## config.mk

```make
export PLATFORM = sky130hd
export DESIGN_NAME = uart_core
export DESIGN_NICKNAME = d
export VERILOG_FILES = /design/src/rtl/uart_core.sv
export SDC_FILE = /design/constraint.sdc
export NUM_CORES = 1
export LEC_CHECK = 0
export CAP_MARGIN = 5
export CORE_MARGIN = 3
export CORE_UTILIZATION = 58
export DETAILED_ROUTE_END_ITERATION = 10
export GPL_TIMING_DRIVEN = 0
export MAX_ROUTING_LAYER = met4
export PLACE_DENSITY = 0.78
export SYNTH_ARGS = -nofsm -noshare
export SYNTH_HDL_FRONTEND = slang
export SYNTH_SLANG_ARGS = --single-unit
```

## constraint.sdc

```tcl
create_clock -name CLK -period 3.4 [get_ports CLK]
set_input_delay 1.02 -clock CLK [delete_from_list [all_inputs] [get_ports CLK]]
set_output_delay 1.02 -clock CLK [all_outputs]
set_load 0.05 [all_outputs]
```

## src/rtl/uart_core.sv

```systemverilog
// ---------------------------------------------------------------------------
// uart_core : full-duplex UART transmitter + receiver with a receive FIFO.
//
// Frame: start bit (0), DWL data bits LSB first, optional parity bit,
// STOP_BITS stop bits (1). Every bit lasts CLK_DIV cycles of CLK.
//
// Optional feature: define UART_PARITY_EN to add one parity bit per frame
// (even when PARITY_ODD = 0, odd when PARITY_ODD = 1). Without the macro no
// parity bit is sent or expected and rx_parity_err is constant 0.
//
// Ports
//   CLK            sole clock, rising edge
//   RST            asynchronous active-low reset
//   Rx             serial input (asynchronous, idles high)
//   Tx             serial output (registered, idles high)
//   tx_data        word to transmit
//   tx_valid       tx_data is offered
//   tx_ready       transmitter idle and able to take a word
//   rx_data        FIFO head word (0 while the FIFO is empty)
//   rx_valid       FIFO not empty
//   rx_ready       consumer pops the head word
//   rx_overrun     1-cycle pulse: received word dropped, FIFO full
//   rx_frame_err   1-cycle pulse: stop bit sampled low
//   rx_parity_err  1-cycle pulse: parity mismatch
//   dbg_state      {tx_state, rx_state} for checkers and waveform viewing
//
// Handshakes: a word moves on a rising CLK edge where both valid and ready
// are high; valid may not depend on ready, and the offered data must be held
// stable while valid is high and ready is low.
// ---------------------------------------------------------------------------
module uart_core #(
    parameter int DWL           = 8,
    parameter int CLK_DIV       = 868,
    parameter int STOP_BITS     = 1,
    parameter int RX_FIFO_DEPTH = 8,
    parameter int PARITY_ODD    = 0
) (
    input  logic           CLK,
    input  logic           RST,
    input  logic           Rx,
    output logic           Tx,
    input  logic [DWL-1:0] tx_data,
    input  logic           tx_valid,
    output logic           tx_ready,
    output logic [DWL-1:0] rx_data,
    output logic           rx_valid,
    input  logic           rx_ready,
    output logic           rx_overrun,
    output logic           rx_frame_err,
    output logic           rx_parity_err,
    output logic [5:0]     dbg_state
);

`ifdef UART_PARITY_EN
    localparam bit PAR_EN = 1'b1;
`else
    localparam bit PAR_EN = 1'b0;
`endif

    localparam bit PAR_ODD = (PARITY_ODD != 0);
    localparam int CNT_W   = $clog2(CLK_DIV * STOP_BITS);
    localparam int BIT_W   = $clog2(DWL);
    localparam int PTR_W   = $clog2(RX_FIFO_DEPTH);

    localparam logic [CNT_W-1:0] BIT_END  = CNT_W'(CLK_DIV - 1);
    localparam logic [CNT_W-1:0] HALF_END = CNT_W'(CLK_DIV / 2 - 1);
    localparam logic [CNT_W-1:0] STOP_END = CNT_W'(CLK_DIV * STOP_BITS - 1);
    localparam logic [BIT_W-1:0] LAST_BIT = BIT_W'(DWL - 1);
    localparam logic [PTR_W:0]   FULL_CNT = (PTR_W + 1)'(RX_FIFO_DEPTH);

    typedef enum logic [2:0] {
        S_IDLE   = 3'd0,
        S_START  = 3'd1,
        S_DATA   = 3'd2,
        S_PARITY = 3'd3,
        S_STOP   = 3'd4
    } state_t;

    // -----------------------------------------------------------------------
    // Transmitter
    // -----------------------------------------------------------------------
    state_t           tx_state, tx_state_n;
    logic [CNT_W-1:0] tx_cnt, tx_cnt_n;
    logic [BIT_W-1:0] tx_bit, tx_bit_n;
    logic [DWL-1:0]   tx_shift, tx_shift_n;
    logic             tx_par, tx_par_n;
    logic             tx_line_n;
    logic             tx_armed;

    // tx_armed holds tx_ready low during reset and for the first edge after it.
    assign tx_ready = tx_armed && (tx_state == S_IDLE);

    always_comb begin
        tx_state_n = tx_state;
        tx_cnt_n   = tx_cnt;
        tx_bit_n   = tx_bit;
        tx_shift_n = tx_shift;
        tx_par_n   = tx_par;
        tx_line_n  = Tx;
        unique case (tx_state)
            S_IDLE: begin
                if (tx_valid && tx_ready) begin
                    tx_state_n = S_START;
                    tx_cnt_n   = '0;
                    tx_shift_n = tx_data;
                    tx_par_n   = (^tx_data) ^ PAR_ODD;
                    tx_line_n  = 1'b0;
                end
            end
            S_START: begin
                if (tx_cnt == BIT_END) begin
                    tx_state_n = S_DATA;
                    tx_cnt_n   = '0;
                    tx_bit_n   = '0;
                    tx_line_n  = tx_shift[0];
                end else begin
                    tx_cnt_n = tx_cnt + 1'b1;
                end
            end
            S_DATA: begin
                if (tx_cnt == BIT_END) begin
                    tx_cnt_n = '0;
                    if (tx_bit == LAST_BIT) begin
                        if (PAR_EN) begin
                            tx_state_n = S_PARITY;
                            tx_line_n  = tx_par;
                        end else begin
                            tx_state_n = S_STOP;
                            tx_line_n  = 1'b1;
                        end
                    end else begin
                        tx_bit_n   = tx_bit + 1'b1;
                        tx_shift_n = tx_shift >> 1;
                        tx_line_n  = tx_shift[1];
                    end
                end else begin
                    tx_cnt_n = tx_cnt + 1'b1;
                end
            end
            S_PARITY: begin
                if (tx_cnt == BIT_END) begin
                    tx_state_n = S_STOP;
                    tx_cnt_n   = '0;
                    tx_line_n  = 1'b1;
                end else begin
                    tx_cnt_n = tx_cnt + 1'b1;
                end
            end
            S_STOP: begin
                // All stop bits are timed as one long high period.
                if (tx_cnt == STOP_END) begin
                    tx_state_n = S_IDLE;
                    tx_cnt_n   = '0;
                end else begin
                    tx_cnt_n = tx_cnt + 1'b1;
                end
            end
            default: begin
                tx_state_n = S_IDLE;
                tx_cnt_n   = '0;
                tx_line_n  = 1'b1;
            end
        endcase
    end

    always_ff @(posedge CLK or negedge RST) begin
        if (!RST) begin
            tx_state <= S_IDLE;
            tx_cnt   <= '0;
            tx_bit   <= '0;
            tx_shift <= '0;
            tx_par   <= 1'b0;
            Tx       <= 1'b1;
            tx_armed <= 1'b0;
        end else begin
            tx_state <= tx_state_n;
            tx_cnt   <= tx_cnt_n;
            tx_bit   <= tx_bit_n;
            tx_shift <= tx_shift_n;
            tx_par   <= tx_par_n;
            Tx       <= tx_line_n;
            tx_armed <= 1'b1;
        end
    end

    // -----------------------------------------------------------------------
    // Receiver
    // -----------------------------------------------------------------------
    logic             rx_meta, rx_sync, rx_prev;
    state_t           rx_state, rx_state_n;
    logic [CNT_W-1:0] rx_cnt, rx_cnt_n;
    logic [BIT_W-1:0] rx_bit, rx_bit_n;
    logic [DWL-1:0]   rx_shift, rx_shift_n;
    logic             rx_par_bad, rx_par_bad_n;
    logic             rx_wait_hi, rx_wait_hi_n;
    logic             rx_push;
    logic             ferr_n, perr_n;

    // Two-flop synchroniser plus one delayed copy for falling-edge detection.
    always_ff @(posedge CLK or negedge RST) begin
        if (!RST) begin
            rx_meta <= 1'b1;
            rx_sync <= 1'b1;
            rx_prev <= 1'b1;
        end else begin
            rx_meta <= Rx;
            rx_sync <= rx_meta;
            rx_prev <= rx_sync;
        end
    end

    always_comb begin
        rx_state_n   = rx_state;
        rx_cnt_n     = rx_cnt;
        rx_bit_n     = rx_bit;
        rx_shift_n   = rx_shift;
        rx_par_bad_n = rx_par_bad;
        rx_wait_hi_n = rx_wait_hi;
        rx_push      = 1'b0;
        ferr_n       = 1'b0;
        perr_n       = 1'b0;
        unique case (rx_state)
            S_IDLE: begin
                if (rx_prev && !rx_sync) begin
                    rx_state_n = S_START;
                    rx_cnt_n   = '0;
                end
            end
            S_START: begin
                // Half a bit in: confirm the start bit, then every later
                // sample lands one full bit period later, i.e. mid-bit.
                if (rx_cnt == HALF_END) begin
                    rx_cnt_n     = '0;
                    rx_bit_n     = '0;
                    rx_par_bad_n = 1'b0;
                    rx_state_n   = rx_sync ? S_IDLE : S_DATA;
                end else begin
                    rx_cnt_n = rx_cnt + 1'b1;
                end
            end
            S_DATA: begin
                if (rx_cnt == BIT_END) begin
                    rx_cnt_n   = '0;
                    rx_shift_n = {rx_sync, rx_shift[DWL-1:1]};
                    if (rx_bit == LAST_BIT) begin
                        rx_state_n = PAR_EN ? S_PARITY : S_STOP;
                    end else begin
                        rx_bit_n = rx_bit + 1'b1;
                    end
                end else begin
                    rx_cnt_n = rx_cnt + 1'b1;
                end
            end
            S_PARITY: begin
                if (rx_cnt == BIT_END) begin
                    rx_cnt_n   = '0;
                    rx_state_n = S_STOP;
                    if (PAR_EN && (((^rx_shift) ^ rx_sync) != PAR_ODD)) begin
                        perr_n       = 1'b1;
                        rx_par_bad_n = 1'b1;
                    end
                end else begin
                    rx_cnt_n = rx_cnt + 1'b1;
                end
            end
            S_STOP: begin
                if (rx_wait_hi) begin
                    // After a framing error, stay here until the line is high.
                    if (rx_sync) begin
                        rx_wait_hi_n = 1'b0;
                        rx_state_n   = S_IDLE;
                    end
                end else if (rx_cnt == BIT_END) begin
                    rx_cnt_n = '0;
                    if (!rx_sync) begin
                        ferr_n       = 1'b1;
                        rx_wait_hi_n = 1'b1;
                    end else begin
                        rx_state_n = S_IDLE;
                        rx_push    = !rx_par_bad;
                    end
                end else begin
                    rx_cnt_n = rx_cnt + 1'b1;
                end
            end
            default: begin
                rx_state_n   = S_IDLE;
                rx_cnt_n     = '0;
                rx_wait_hi_n = 1'b0;
            end
        endcase
    end

    always_ff @(posedge CLK or negedge RST) begin
        if (!RST) begin
            rx_state   <= S_IDLE;
            rx_cnt     <= '0;
            rx_bit     <= '0;
            rx_shift   <= '0;
            rx_par_bad <= 1'b0;
            rx_wait_hi <= 1'b0;
        end else begin
            rx_state   <= rx_state_n;
            rx_cnt     <= rx_cnt_n;
            rx_bit     <= rx_bit_n;
            rx_shift   <= rx_shift_n;
            rx_par_bad <= rx_par_bad_n;
            rx_wait_hi <= rx_wait_hi_n;
        end
    end

    // -----------------------------------------------------------------------
    // Receive FIFO (first-word-fall-through)
    // -----------------------------------------------------------------------
    logic [DWL-1:0] mem [RX_FIFO_DEPTH];
    logic [PTR_W-1:0] wr_ptr, rd_ptr;
    logic [PTR_W:0]   count;
    logic             full, pop, do_push, ovr_n;
    logic             ovr_q, ferr_q, perr_q;

    assign full    = (count == FULL_CNT);
    assign rx_valid = (count != '0);
    assign pop     = rx_valid && rx_ready;
    // A pop in the same cycle frees the slot the push needs.
    assign do_push = rx_push && (!full || pop);
    assign ovr_n   = rx_push && full && !pop;
    assign rx_data = rx_valid ? mem[rd_ptr] : '0;

    always_ff @(posedge CLK) begin
        if (do_push) begin
            mem[wr_ptr] <= rx_shift;
        end
    end

    always_ff @(posedge CLK or negedge RST) begin
        if (!RST) begin
            wr_ptr <= '0;
            rd_ptr <= '0;
            count  <= '0;
            ovr_q  <= 1'b0;
            ferr_q <= 1'b0;
            perr_q <= 1'b0;
        end else begin
            if (do_push) begin
                wr_ptr <= wr_ptr + 1'b1;
            end
            if (pop) begin
                rd_ptr <= rd_ptr + 1'b1;
            end
            if (do_push && !pop) begin
                count <= count + 1'b1;
            end else if (pop && !do_push) begin
                count <= count - 1'b1;
            end
            ovr_q  <= ovr_n;
            ferr_q <= ferr_n;
            perr_q <= perr_n;
        end
    end

    assign rx_overrun    = ovr_q;
    assign rx_frame_err  = ferr_q;
    assign rx_parity_err = PAR_EN & perr_q;
    assign dbg_state     = {tx_state, rx_state};

endmodule

```

-- Word level (Yosys, flattened, before mapping)
Memory sizes are Yosys's and may differ from the RTL's.
Cells that the tools add are included.
Widths: inputs -> output; s select.
- $add $sub $neg: 8
- eq/ne operators: 29
- multiplexer cells: 57
- bitwise operators: 1
- reductions and logical operators: 32
- operators with widths (cell ; count):
    $mux 10 ; 6
    $mux 3 ; 19
    $pmux 10 s4 ; 1
    $mux 8 ; 4
    $pmux 3 s5 ; 2
    $ne 2x2->1 const B ; 13
    $add 10x1->10 const B ; 2
    $eq 10x10->1 const B ; 2
    $pmux 10 s2 ; 1
    $mux 1 ; 16
    $pmux 8 s2 ; 1
    $add 3x1->3 const B ; 4
    $eq 3x2->1 const B ; 4
    $eq 3x3->1 const B ; 4
    $pmux 3 s2 ; 2
    $reduce_and 4->1 ; 3
    $reduce_and 6->1 ; 2
    $eq 10x9->1 const B ; 1
    $logic_and 1x1->1 ; 9
    $mux 4 ; 2
    $reduce_bool 2->1 ; 4
    $reduce_or 4->1 ; 2
    $eq 3x1->1 const B ; 2
    $logic_not 3->1 ; 2
    other kinds (15) ; 19
- register bits after elaboration: 66
- RAM bits: 64
- bits of input ports: 13
- memories: 1
- memories (memory ; depth ; bits a word ; read ports ; clocked after Yosys merged registers in ; write ports ; RTL line ; source):
    mem ; 8 ; 8 ; 1 ; 0 ; 1 ; 315 ; logic [DWL-1:0] mem [RX_FIFO_DEPTH];

-- Longest topological paths before layout
- depth in word-level cells: 9
- gate-level depth with buffers: 13
- depth with buffers taken out: 12

-- Least setup slack after synthesis
Ideal clock, no wire load.
- path kind: register to output
- from: register rd_ptr[0]
- to: output port rx_data[6]
- arrival: 2091 ps
- path slack: 289 ps
- cell stages (with the launch flop): 6
- buffers on the path: 2
- cell sequence: dfrtp_1 > clkbuf_1 > buf_2 > mux4_2 > mux2i_1 > nor2_1
- word-level cells in the longest chain between the ends: 2
- ends and longest elaborated chain (element ; RTL line ; source):
    from (decl) ; 316 ; logic [PTR_W-1:0] wr_ptr, rd_ptr;
    from (signal assigned) ; 348 ; rd_ptr <= rd_ptr + 1'b1;
    $mem_v2 8x8 ; -- ;
    $mux 8 ; 327 ; assign rx_data = rx_valid ? mem[rd_ptr] : '0;
    to (decl) ; 45 ; output logic [DWL-1:0] rx_data,
Every way passes these cells.

-- Final worst setup path
- from: register rd_ptr[0]
- to: output port rx_data[0]
Same word-level chain as after synthesis.

==> run_results.csv <==
group,metric,value,unit
run_status,outcome,"finished clean",
job,maxCapViolations,0,
setup_path,crit_path_start_kind,"register",
cts,cts_buffers,17,
global_route,overflow,0,
layout,drive_gt1_share,20.5,%
layout,n_antenna_cell,0,
cts,ctsLongestPathBuffers,2,
synth,syn-instance-count,447,
floorplan,die_w,107,microns
setup_path,path_delay_family,"multiplexers",
sta,worst_slew_pin_slew,0.852,ns
place,dp.final_hpwl,7240,microns
cts,clock-sinks,130,
synth,synthesis.area,5900,sq um
sta,holdWs,0.355,ns
synth,synth_edf_count,64,
detailed_routing,route.vias.total,3739,
power,power_leakage,2.77,nW
detailed_routing,drt-total-wl,11100,microns
layout,regArea,3580,sq um
sta,grt_setup_unrepaired,"no",
sta,finClkSkew,0.00859,ns
power,p_per_area,754,nW/um^2
detailed_routing,viasPerCell,5.80,
power,power,0.00527,W
floorplan,initial_core_util,60.1,%
floorplan,die_y,107,microns
synth,syn_nets,473,
synth,synth_ff_type,"edfxtp_1",
global_route,antenna_found_initial,0,
global_route,grt_first_pass_wirelength,18600,microns
layout,mostFrequentLayoutCell,"edfxtp_1",
global_route,grt_usage,22.1,%
power,vdd_drop_max,358,uV
setup_path,cpMaxStageDelayCell,"mux4_2",
setup_path,arrival,2.26,ns
sta,maxSlewHeadroom,43.2,%
sta,setup-tns-final,0,ns
setup_path,endpoint_kind,"output port",
setup_path,slowest_delay,0.56,ns
synth,synth_top_cell_area_share,32.6,%
setup_path,worstSetupPathType,"reg2out",
sta,setup_viol,0,
layout,fin_util,71.2,%
layout,final_nets,525,
synth,synth.area.top_cells,"edfxtp_1, dfrtp_1, mux4_2",
detailed_routing,drc,0,
global_route,grt_max_degree,67,
setup_path,worst-path-buf-inv,3,
synth,ys_seq_elements,130,
floorplan,core_area,9820,sq um
place,gp_routability_congestion,0.882,
synth,ys_warn_count,0,
cts,clkLatencyLatePin,0.52,ns
cts,hold_buffers,0,
cts,cts_tree,"yes",
synth,synth_cell_type_count,59,
detailed_routing,wl_per_cell,17.1,microns
detailed_routing,first_pass_iters,4,
global_route,grt_pass1_vias,3731,
hold_path,holdCritPathClass,"reg2reg",
setup_path,path_cells,"clkbuf_8 -> buf_8 -> mux4_2 -> mux2i_1 -> nor2_1 -> buf_2",
sta,fin_crit,3.28,ns
sta,period_share,96.5,%
synth,async_flop_share,50.8,%
layout,fillerInstances,722,
setup_path,worst-path-max-fanout,10,
floorplan,ios,33,
floorplan,die-area,11400,sq um
setup_path,cp.required,2.38,ns
layout,final_cell_mix,"edfxtp_1, dfrtp_1, nand2_1",
place,portBuffers,31,
sta,timing.fmax,305,MHz
cts,clkSlewWorstSetupHoldPaths,0.06,ns
synth,seq_area_frac_synth,60.7,%
synth,yosysTopAreaCell,"edfxtp_1",
layout,synthToLayoutAreaGrowth,18.5,%
floorplan,num_rows,36,
sta,hold_viol_final,0,
detailed_routing,drt_iter0_drc,229,
cts,cts_root_buf,"clkbuf_8",
detailed_routing,ant_nets,0,
cts,htreeDepth,4,
synth,avgSynthCellArea,13.2,sq um
layout,multi_input_area,2230,sq um
sta,drv_slew,0,
## repair_timing
| action | CTS | global route |
|---|---|---|
| gates resized for setup | 44 | 9 |
| pin swaps | 1 | 2 |
| endpoints found under the setup margin | 10 | 4 |
| setup buffers | 1 | 0 |
## final cells by class
class / count / share of cell area, %
Inverter: 7 / 0.376
Sequential cell: 130 / 51.2
Clock inverter: 15 / 2.63
Tap cell: 133 / 2.38
Buffer: 17 / 1.43
Multi-Input combinational cell: 292 / 31.9
Clock buffer: 17 / 5.93
Timing Repair Buffer: 34 / 4.10
## cell families (layout without fill, tap and decap cells)
| kind of cell | count (synthesis) | after routing | synth area share, % |
|---|---|---|---|
| and+or+nand+nor | 149 | 149 | 13.4 |
| DFF | 130 | 130 | 60.7 |
| AOI/OAI and AO/OA | 73 | 73 | 8.15 |
| muxes | 43 | 43 | 11.1 |
| buffers and inverters | 25 | 90 | 1.85 |
| adders and majority gates | 13 | 13 | 2.88 |
| xor gates and xnor gates | 12 | 12 | 1.78 |
| other | 2 | 2 | 0.127 |
## per-stage QoR
stage,area [sq um],cells,setup slack [ns]
after floorplan,5900,447,0.289
after global placement,6370,611,-0.865
after detailed placement,6370,611,-0.532
after CTS,6980,643,0.0210
after global routing,6990,645,0.000883
final,6990,645,0.119
## worst paths after layout
check | startpoint | endpoint | slack (ns) | cells after the start
max reg2reg | rx_cnt[2]$_DFFE_PN0P_ | count[3]$_DFFE_PN0P_ | 0.23 | 12
min | rx_meta$_DFF_PN1_ | rx_sync$_DFF_PN1_ | 0.36 | 0
min reg2reg | rx_meta$_DFF_PN1_ | rx_sync$_DFF_PN1_ | 0.36 | 0
min in group asynchronous | RST | rx_cnt[2]$_DFFE_PN0P_ | 0.60 | 1
max | rd_ptr[0]$_DFFE_PN0P_ | rx_data[0] | 0.12 | 6
max in group asynchronous | RST | rd_ptr[1]$_DFFE_PN0P_ | 2.20 | 1
## registers in the layout (all words and copies together), names as in the netlist, 3 cells and up
register	flops
mem	64
rx_shift	8
tx_state	3
tx_shift	8
rd_ptr	3
rx_state	3
wr_ptr	3
tx_cnt	10
count	4
rx_bit	3
tx_bit	3
rx_cnt	10
## Yosys cell counts (2+ instances only)
cell type / count
o22ai_1: 2
o41ai_1: 2
mux2i_1: 8
mux4_2: 16
nand3_1: 12
xor2_1: 2
and2_1: 3
nor3_1: 11
buf_1: 2
clkbuf_1: 11
edfxtp_1: 64
dfrtp_1: 62
a21o_1: 9
or3_1: 7
o21bai_1: 2
mux2_2: 19
a21oi_1: 11
xnor2_1: 10
o31ai_1: 6
dfstp_2: 4
nand2_1: 46
nor3b_1: 6
nor2_1: 25
inv_1: 7
o311ai_0: 3
nor4b_1: 2
nand2b_1: 9
a22o_1: 2
conb_1: 2
buf_2: 3
and3_1: 10
or2_2: 2
nand3b_1: 3
ha_1: 12
o21ai_0: 24
nand4_1: 2
o2bb2ai_1: 4
## layer usage
layer / share of wire (%) / track usage, % / vias up / wire, microns
met5: 0 / - / - / 0
met3: 4.7 / 5.24 / 16 / 515
met2: 51 / 34.3 / 109 / 5620
met4: 1.6 / 9.50 / 0 / 174
met1: 43 / 28.3 / 1840 / 4740
li1: - / - / 1774 / -
## power by group
group | switching (W) | internal [W]
combinational | 0.000925 | 0.000624
sequential | 0.000142 | 0.00177
clock | 0.000685 | 0.00112
total | 0.00175 | 0.00351
(Power assumes the default switching activity.)
